### src/rtl/perf_snapshot_tx_pkg.sv
// Shared types and constants for the performance-counter snapshot transmitter.
package perf_pkg;

   typedef enum logic [1:0] {
      IDLE = 2'd0,
      SEND = 2'd1,
      DONE = 2'd2
   } perf_state_e;

   localparam int unsigned PERF_FRAME_LEN = 10;
   localparam int unsigned PERF_IDX_W     = 4;
   localparam logic [7:0]  PERF_HDR_DELTA_XOR = 8'h01;
   localparam logic [PERF_IDX_W-1:0] PERF_LAST_IDX = PERF_IDX_W'(PERF_FRAME_LEN - 1);

   typedef struct packed {
      logic [31:0] cyc;
      logic [31:0] ins;
   } perf_snap_t;

   // XOR of the eight payload bytes; the header never takes part.
   function automatic logic [7:0] perf_xor_fold(input perf_snap_t s);
      return s.cyc[31:24] ^ s.cyc[23:16] ^ s.cyc[15:8] ^ s.cyc[7:0] ^
             s.ins[31:24] ^ s.ins[23:16] ^ s.ins[15:8] ^ s.ins[7:0];
   endfunction

endpackage

### src/rtl/perf_snapshot_tx_if.sv
// Byte-wide valid/ready stream carrying the snapshot report frame.
interface perf_snapshot_tx_if;
   logic [7:0] tx_data;
   logic       tx_valid;
   logic       tx_ready;

   modport master (output tx_data, output tx_valid, input tx_ready);
   modport slave  (input tx_data, input tx_valid, output tx_ready);
endinterface

### src/rtl/perf_frame_mux.sv
// Maps a frame byte index and the captured payload onto the outgoing byte.
module perf_frame_mux
   import perf_pkg::*;
(
   input  logic [PERF_IDX_W-1:0] idx,
   input  logic [7:0]            header,
   input  perf_snap_t            payload,
   output logic [7:0]            frame_byte_c
);

   always_comb begin
      frame_byte_c = 8'h00;
      case (idx)
         4'd0:    frame_byte_c = header;
         4'd1:    frame_byte_c = payload.cyc[31:24];
         4'd2:    frame_byte_c = payload.cyc[23:16];
         4'd3:    frame_byte_c = payload.cyc[15:8];
         4'd4:    frame_byte_c = payload.cyc[7:0];
         4'd5:    frame_byte_c = payload.ins[31:24];
         4'd6:    frame_byte_c = payload.ins[23:16];
         4'd7:    frame_byte_c = payload.ins[15:8];
         4'd8:    frame_byte_c = payload.ins[7:0];
         4'd9:    frame_byte_c = perf_xor_fold(payload);
         default: frame_byte_c = 8'h00;
      endcase
   end

endmodule

### src/rtl/perf_snapshot_tx.sv
// Captures cycle/instret counters on request and streams a 10-byte report frame.
// PERF_SNAP_DELTA_EN: payload carries deltas since the previous snapshot, header ^ 8'h01.
module perf_snapshot_tx
   import perf_pkg::*;
#(
   parameter logic [7:0] HEADER = 8'hA5
) (
   input  logic                      clk,
   input  logic                      rst,
   input  logic [31:0]               cycle_count,
   input  logic [31:0]               instr_retired,
   input  logic                      snap_req,
   perf_snapshot_tx_if.master        tx,
   output logic                      busy,
   output logic                      frame_done,
   output logic                      overrun
);

   perf_state_e           state_q, state_d;
   logic [PERF_IDX_W-1:0] idx_q, idx_d;
   perf_snap_t            snap_q, snap_d;
   logic                  overrun_d;
   logic                  tx_valid_d;
   logic [7:0]            tx_data_d;
   logic                  busy_d;
   logic                  frame_done_d;
   logic                  accept_c;
   logic [7:0]            header_c;
   perf_snap_t            payload_c;
   logic [7:0]            frame_byte_c;

   assign accept_c = tx.tx_valid && tx.tx_ready;

`ifdef PERF_SNAP_DELTA_EN
   perf_snap_t prev_q, prev_d;
   logic       capture_c;

   assign capture_c = (state_q == IDLE) && snap_req;
   assign header_c  = HEADER ^ PERF_HDR_DELTA_XOR;
   assign payload_c = '{cyc: snap_d.cyc - prev_d.cyc, ins: snap_d.ins - prev_d.ins};

   // Old snapshot becomes the delta reference at the moment a new one is taken.
   always_comb begin
      prev_d = prev_q;
      if (capture_c) prev_d = snap_q;
   end

   always_ff @(posedge clk) begin
      if (!rst) prev_q <= '0;
      else      prev_q <= prev_d;
   end
`else
   assign header_c  = HEADER;
   assign payload_c = snap_d;
`endif

   // Byte is looked up from next-state index/snapshot so tx_data can be registered.
   perf_frame_mux u_mux (
      .idx          (idx_d),
      .header       (header_c),
      .payload      (payload_c),
      .frame_byte_c (frame_byte_c)
   );

   always_comb begin
      state_d   = state_q;
      idx_d     = idx_q;
      snap_d    = snap_q;
      overrun_d = overrun;
      case (state_q)
         IDLE: begin
            if (snap_req) begin
               state_d = SEND;
               idx_d   = '0;
               snap_d  = '{cyc: cycle_count, ins: instr_retired};
            end
         end
         SEND: begin
            if (snap_req) overrun_d = 1'b1;
            if (accept_c) begin
               if (idx_q == PERF_LAST_IDX) begin
                  state_d = DONE;
                  idx_d   = '0;
               end else begin
                  idx_d = idx_q + PERF_IDX_W'(1);
               end
            end
         end
         DONE: begin
            if (snap_req) overrun_d = 1'b1;
            state_d = IDLE;
         end
         default: state_d = IDLE;
      endcase
   end

   always_comb begin
      tx_valid_d   = (state_d == SEND);
      tx_data_d    = tx_valid_d ? frame_byte_c : 8'h00;
      busy_d       = (state_d != IDLE);
      frame_done_d = (state_d == DONE);
   end

   always_ff @(posedge clk) begin
      if (!rst) begin
         state_q     <= IDLE;
         idx_q       <= '0;
         snap_q      <= '0;
         tx.tx_valid <= 1'b0;
         tx.tx_data  <= 8'h00;
         busy        <= 1'b0;
         frame_done  <= 1'b0;
         overrun     <= 1'b0;
      end else begin
         state_q     <= state_d;
         idx_q       <= idx_d;
         snap_q      <= snap_d;
         tx.tx_valid <= tx_valid_d;
         tx.tx_data  <= tx_data_d;
         busy        <= busy_d;
         frame_done  <= frame_done_d;
         overrun     <= overrun_d;
      end
   end

endmodule

### src/flat_wrapper.sv
// flat-port wrapper written by rule: the top's interface ports become plain ports
module perf_snapshot_tx_flat import perf_pkg::*;
#(
   parameter logic [7:0] HEADER = 8'hA5
)
  (clk, rst, cycle_count, instr_retired, snap_req, busy, frame_done, overrun, tx_tx_data, tx_tx_valid, tx_tx_ready);
  perf_snapshot_tx_if tx_i ();
  input  logic clk;
  input  logic rst;
  input  logic [31:0] cycle_count;
  input  logic [31:0] instr_retired;
  input  logic snap_req;
  output logic busy;
  output logic frame_done;
  output logic overrun;
  output wire logic [$bits(tx_i.tx_data)-1:0] tx_tx_data;
  output wire logic [$bits(tx_i.tx_valid)-1:0] tx_tx_valid;
  input wire logic [$bits(tx_i.tx_ready)-1:0] tx_tx_ready;
  assign tx_tx_data = tx_i.tx_data;
  assign tx_tx_valid = tx_i.tx_valid;
  assign tx_i.tx_ready = tx_tx_ready;
  perf_snapshot_tx #(.HEADER(HEADER)) u_core (.clk(clk), .rst(rst), .cycle_count(cycle_count), .instr_retired(instr_retired), .snap_req(snap_req), .tx(tx_i), .busy(busy), .frame_done(frame_done), .overrun(overrun));
endmodule
### config.mk
export PLATFORM = sky130hd
export DESIGN_NAME = perf_snapshot_tx_flat
export DESIGN_NICKNAME = d
export VERILOG_FILES = /design/src/rtl/perf_snapshot_tx_pkg.sv /design/src/rtl/perf_snapshot_tx_if.sv /design/src/rtl/perf_frame_mux.sv /design/src/rtl/perf_snapshot_tx.sv /design/src/flat_wrapper.sv
export SDC_FILE = /design/constraint.sdc
export NUM_CORES = 1
export LEC_CHECK = 0
export CAP_MARGIN = 20
export CORE_AREA = 8 8 81 155
export CTS_BUF_LIST = sky130_fd_sc_hd__clkbuf_4
export CTS_CLUSTER_SIZE = 8
export DETAILED_ROUTE_END_ITERATION = 12
export DIE_AREA = 0 0 89 163
export GPL_TIMING_DRIVEN = 0
export MAX_ROUTING_LAYER = met4
export PLACE_DENSITY = 0.84
export SLEW_MARGIN = 20
export SYNTH_ARGS = -nofsm -noshare
export SYNTH_HDL_FRONTEND = slang
export SYNTH_SLANG_ARGS = --single-unit
### constraint.sdc
create_clock -name clk -period 1.96 [get_ports clk]
set_input_delay 0.294 -clock clk [delete_from_list [all_inputs] [get_ports clk]]
set_output_delay 0.294 -clock clk [all_outputs]
set_load 0.02 [all_outputs]
==> impl_metrics.ini, run 1 <==
[yosys]
synth_seq_cells = 82
yosys.area_share.adder_pct = 0.4789
synth_nets = 663
synth-simple-area-share_pct = 16.67
ys.flop_type = dfxtp_1
synth-compound-area-share_pct = 15.49
synth_top_family_by_area = multiplexers
synth_warnings = 0
synthArstFlopShare_pct = 0
synthMuxAreaShare_pct = 16.88
ys_types = 51
syn_inst = 593
synth_enable_flop_cells = 0
synthXorXnorAreaFrac_pct = 14.92
synth_area_um2 = 5225
seq_area_frac_synth_pct = 31.42
avgSynthCellArea_um2 = 8.811

[clocking]
htreeDepth = 3
clkTransAtPathRegs_ns = 0.14
clock_latency_ns = 0.49
cts_buffers = 9
clkSinkCount = 82
cts_tree = yes
holdBufCountCts = 0
cts_buffer_depth = 2
cts_root_buf = clkbuf_4

[grt]
gr-total-overflow = 0
grt_max_degree = 14
gr-usage-all-layers_pct = 25.63
grt_pass1_vias = 5289
grt_pass1_wl_mm = 27.07
antenna_found_initial = 1

[die]
die_y_um = 163
die_x_um = 89
initial_utilization_pct = 49.87
std_cell_rows = 53
dieArea_um2 = 14510
core_area_um2 = 10480
pin_count = 80

[layout]
final_common_cell = nand2_1
area_delta_synth_final_pct = 31.59
fin_nets = 773
layout_common_cells = nand2_1 (108), dfxtp_1 (80), clkdlybuf4s50_1 (79)
drive_above_1_share_pct = 17.23
stdcell_count = 846

[sta]
drv_slew = 0
layout_setup_ws_ns = -0.3549
final-hold-violation-count = 0
hold_ws_ns = 0.4287
slew_headroom_pct = 54.20
period_needed_ns = 2.315
tightest_slew_ns = 0.6870
finalSetupViolations = 8
skew_ns = 0.02751
fmax_mhz = 432.0
rsz0062_at_grt = true
fin_crit_sh_pct = 118.1

[worst_setup_path]
crit_end = u_core.tx.tx_data[3]$_SDFF_PN0_
path_max_fanout = 8
ff2ff_path_depth = 9
startpoint = u_core.state_q[1]$_SDFF_PN0_
path_class = reg2reg
rr_startpoint = u_core.state_q[1]$_SDFF_PN0_
crit_required_ns = 2.31
worst_setup_path_end_kind = flip-flop
crit_path_start_kind = flip-flop
r2r_end = u_core.tx.tx_data[3]$_SDFF_PN0_
reg2reg_setup_slack_ns = -0.35
critical_path_arrival_ns = 2.67

[outcome]
status = complete, but fails checks
violations = setup timing

[routing]
drc = 0
finalWirelength_mm = 17.59
routed_via_density = 5.967
routedWlPerCell_um = 20.79
drt_iter0_markers = 365
antenna_left = 0
dr.pass1.iters = 5
num_vias = 5048

[placement]
place_inst = 809
io_buffer_count = 79
dp_hpwl_mm = 12.84
gp_congestion = 0.9331

[power]
leakage_nw = 2.711
peakVddDrop_uv = 501.4
p_per_area_nw_per_um2 = 639.3

[flow_run]
drv_cap = 0

[hold_path]
holdCritPathClass = in2reg
## per-stage QoR
stage / worst slack (ns) / util, % / total power [mW] / instance area [um^2] / setup TNS (ns)
2_1_floorplan: -0.07432 / - / 2.753 / 5260 / -0.1618
3_3_place_gp: -1.228 / 59.39 / 3.180 / 6222 / -49.10
6_report: -0.3549 / 65.62 / 4.396 / 6875 / -2.409
3_5_place_dp: -1.254 / 59.39 / 3.216 / 6222 / -49.74
5_1_grt: -0.4078 / 65.62 / 4.560 / 6875 / -2.942
4_1_cts: -0.3728 / 64.81 / 4.334 / 6790 / -2.131
## cells by family after synthesis
| group | Yosys count |
|---|---|
| buf+inv | 46 |
| xor+xnor | 89 |
| simple gates | 193 |
| compound gates | 114 |
| fa+ha+maj | 2 |
| mux | 67 |
| flops | 82 |
## synthesized netlist by cell type, drive strengths merged (5+ instances only)
library cell,count,share of area (%)
a21boi,37,5.3
a21oi,18,1.7
a22oi,5,0.72
a31oi,13,1.6
and2,9,1.1
buf,22,2.4
clkbuf,16,1.1
dfxtp,82,31
inv,8,0.57
mux2i,51,9.8
mux4,16,7.0
nand2,113,8.2
nor2,23,1.7
nor2b,27,3.2
o21ai,17,1.6
xnor2,37,6.2
xor2,52,8.7
## layout make-up
class | count | area (um^2)
Multi-Input combinational cell | 466 | 3597
Clock buffer | 10 | 75.07
Antenna cell | 1 | 2.502
Timing Repair Buffer | 98 | 965.9
Tap cell | 137 | 171.4
Fill cell | 863 | 3602
Sequential cell | 82 | 1644
Inverter | 8 | 35.03
Clock inverter | 6 | 57.56
Buffer | 38 | 326.6
## state kept, by name, summed over array words and instances, names as in the netlist
name                count
u_core.idx_q            4
u_core.overrun          1
u_core.tx.tx_data       8
u_core.snap_q          64
u_core.tx.tx_valid      1
u_core.frame_done       1
u_core.state_q          2
u_core.busy             1
## timing repair
item	4_1_cts	5_1_grt
buffers inserted	18	1
cloned	1	0
endpoints found under the setup margin	63	34
gates resized for setup	76	22
pin swaps	22	5
## worst min-delay path by stage
stage                                   end                    startpoint  cells past startpoint
2_1_floorplan  u_core.state_q[0]$_SDFF_PN0_                           rst                      2
3_3_place_gp   u_core.snap_q[41]$_SDFF_PN0_  u_core.snap_q[41]$_SDFF_PN0_                      2
6_report       u_core.snap_q[11]$_SDFF_PN0_             instr_retired[11]                      3
3_5_place_dp    u_core.overrun$_SDFFE_PN0P_   u_core.overrun$_SDFFE_PN0P_                      2
4_1_cts        u_core.snap_q[44]$_SDFF_PN0_               cycle_count[12]                      3
5_1_grt        u_core.snap_q[52]$_SDFF_PN0_               cycle_count[20]                      3
## per-layer routing
metal / routed length (um) / track usage [%] / up-vias / part of all wire [%]
li1: - / - / 2291 / -
met1: 5878 / 23.81 / 2390 / 33
met2: 9549 / 45.20 / 262 / 54
met3: 1046 / 4.954 / 105 / 5.9
met4: 1112 / 17.39 / 0 / 6.3
met5: 0 / - / - / 0
## power breakdown
group | internal [mW] | switching [mW]
Sequential | 1.78 | 0.0844
Combinational | 0.752 | 0.746
Clock | 0.394 | 0.641
## critical path: stages, from the launching register on
cell,delay (ns)
dfxtp_2,0.38
inv_4,0.05
ha_4,0.17
mux2i_4,0.21
a221o_1,0.38
buf_6,0.16
buf_12,0.15
mux4_2,0.34
a22oi_2,0.19
a31oi_1,0.14
No activity file was read; power rests on OpenSTA's default activity.
==> run 2, diff against run 1 <==
Settings changed: CELL_PAD_IN_SITES_DETAIL_PLACEMENT set to 2, CELL_PAD_IN_SITES_GLOBAL_PLACEMENT set to 2, CORE_AREA 8 8 81 155 to 8 8 101 195, DIE_AREA 0 0 89 163 to 0 0 109 203, HOLD_SLACK_MARGIN set to 0.05, PLACE_DENSITY 0.84 to 0.85.
==> run 2 against run 1 <==
  * The flow still finishes with violations (setup timing)
  * Wire length rose by 45%
  * Via count up 6.2%
  * Worst hold slack gained 0.026 ns
  * Count of clock-buffer cells in the layout rose by 1
  * Maximum frequency fell by 3.2%
  * Worst setup slack got worse by 0.076 ns
  * Clock skew fell by 0.0048 ns
  * Cell area rose by 4.9%
  * Register-to-register slack worse by 0.08 ns
  * Critical path type unchanged
  * Highest routed layer unchanged
==> impl_metrics.ini, run 2 (synthesis gave the netlist of run 1 again) <==
[outcome]
status = complete, but fails checks
violations = setup timing

[routing]
num_vias = 5363
finalWirelength_mm = 25.52
routed_via_density = 5.804
dr.pass1.iters = 5
routedWlPerCell_um = 27.62
drc = 0
drt_iter0_markers = 308
antenna_left = 0

[grt]
antenna_found_initial = 1
gr-total-overflow = 0
grt_pass1_vias = 6051
grt_max_degree = 13
gr-usage-all-layers_pct = 22.58
grt_pass1_wl_mm = 36.56

[worst_setup_path]
worst_setup_path_end_kind = flip-flop
rr_startpoint = u_core.idx_q[1]$_SDFF_PN0_
cp_top_family = compound AO/OA/AOI/OAI gates
crit_path_start_kind = flip-flop
startpoint = u_core.idx_q[1]$_SDFF_PN0_
critical_path_arrival_ns = 2.74
crit_cells = 7
path_max_fanout = 10
crit_chain = buf_2, clkbuf_2, nand3_2, o221ai_4, nor2_4, a221oi_2, a31oi_2
slowest_delay_ns = 0.49
crit_end = u_core.tx.tx_data[5]$_SDFF_PN0_
cpMaxStageDelayCell = o221ai_4
path_class = reg2reg
reg2reg_setup_slack_ns = -0.43
ff2ff_path_depth = 7
r2r_end = u_core.tx.tx_data[5]$_SDFF_PN0_
crit_required_ns = 2.31
cp.buffers_inverters = 2

[clocking]
cts_buffer_depth = 2
clkSinkCount = 82
htreeDepth = 3
clkTransAtPathRegs_ns = 0.15
clock_latency_ns = 0.49
cts_buffers = 9
cts_root_buf = clkbuf_4
cts_tree = yes

[sta]
finalSetupViolations = 10
rsz0062_at_grt = true
slew_headroom_pct = 49.05
fin_crit_sh_pct = 122.0
tightest_slew_ns = 0.7643
fmax_mhz = 418.2
drv_slew = 0
final-hold-violation-count = 0
setup_tns_ns = -3.259
skew_ns = 0.02273
layout_setup_ws_ns = -0.4310
period_needed_ns = 2.391

[power]
leakage_nw = 2.778
peakVddDrop_uv = 327.4
p_per_area_nw_per_um2 = 663.3

[layout]
fin_nets = 779
layout_common_cells = nand2_1 (109), clkdlybuf4s50_1 (79), dfxtp_1 (79)
top_register = u_core.snap_q
utilization_pct = 42.16
largestRegisters = u_core.snap_q (64), u_core.tx.tx_data (8), u_core.idx_q (4)
largest_reg_flops = 64
final_common_cell = nand2_1
drive_above_1_share_pct = 19.50
area_delta_synth_final_pct = 37.98

[die]
pin_count = 80
dieArea_um2 = 22130
initial_utilization_pct = 30.55
die_x_um = 109
die_y_um = 203
std_cell_rows = 68
core_area_um2 = 17100

[placement]
io_buffer_count = 79
dp_hpwl_mm = 15.27
gp_congestion = 0.8312

[hold_path]
hold_depth = 3
worstHoldStart = instr_retired[20]
holdCritPathClass = in2reg

[flow_run]
drv_cap = 0
run 2: worst reg2reg max path, delay by kind of cell (launching register included):
family / cells / cell delay (ns)
AO/OA/AOI/OAI: 3 / 0.99
buffers and inverters: 2 / 0.52
flip-flops: 1 / 0.45
AND/OR/NAND/NOR: 2 / 0.32
run 2: through the flow:
step	cells	setup slack (ns)	power [mW]	area [um^2]	hold slack [ns]
finish	924	-0.4310	4.782	7209	0.4545
global route	924	-0.4924	4.949	7209	0.4690
global placement	882	-1.350	3.214	6314	0.4741
CTS	915	-0.3473	4.575	6945	0.4607
floorplan	593	-0.07432	2.753	5260	0.4240
detailed placement	882	-1.234	3.277	6320	0.4914
run 2: final cells by class:
| cell class | instances | area, um^2 |
|---|---|---|
| Clock inverter | 4 | 67.56 |
| Inverter | 8 | 36.28 |
| Sequential cell | 82 | 1645 |
| Multi-Input combinational cell | 465 | 3659 |
| Timing Repair Buffer | 105 | 1050 |
| Clock buffer | 11 | 82.58 |
| Tap cell | 210 | 262.8 |
| Antenna cell | 1 | 2.502 |
| Buffer | 38 | 404.1 |
| Fill cell | 1803 | 9892 |
run 2: power breakdown:
part	total, mW	switching (mW)	internal [mW]
clock	1.21	0.682	0.533
sequential	1.88	0.0981	1.78
combinational	1.69	0.899	0.792
total	4.78	1.68	3.10
run 2: metal layers:
metal	GRT usage, %	wire, um	vias to the layer above
met3	3.842	1344	131
li1	-	-	2281
met1	23.96	9601	2669
met2	38.10	12930	282
met5	-	0	-
met4	13.00	1644	0
run 2: worst min-delay path by stage:
stage | endpoint
detailed placement | u_core.snap_q[44]$_SDFF_PN0_
CTS | u_core.snap_q[20]$_SDFF_PN0_
global route | u_core.snap_q[51]$_SDFF_PN0_
global placement | u_core.snap_q[41]$_SDFF_PN0_
floorplan | u_core.state_q[0]$_SDFF_PN0_
finish | u_core.snap_q[20]$_SDFF_PN0_
run 2: what timing repair did:
action                     in CTS  in global routing
gates cloned                    1                  0
setup endpoints to repair      69                 46
setup buffers                  17                  8
hold buffers                    0                  0
resized for setup              85                 48
pin swaps                      11                 11
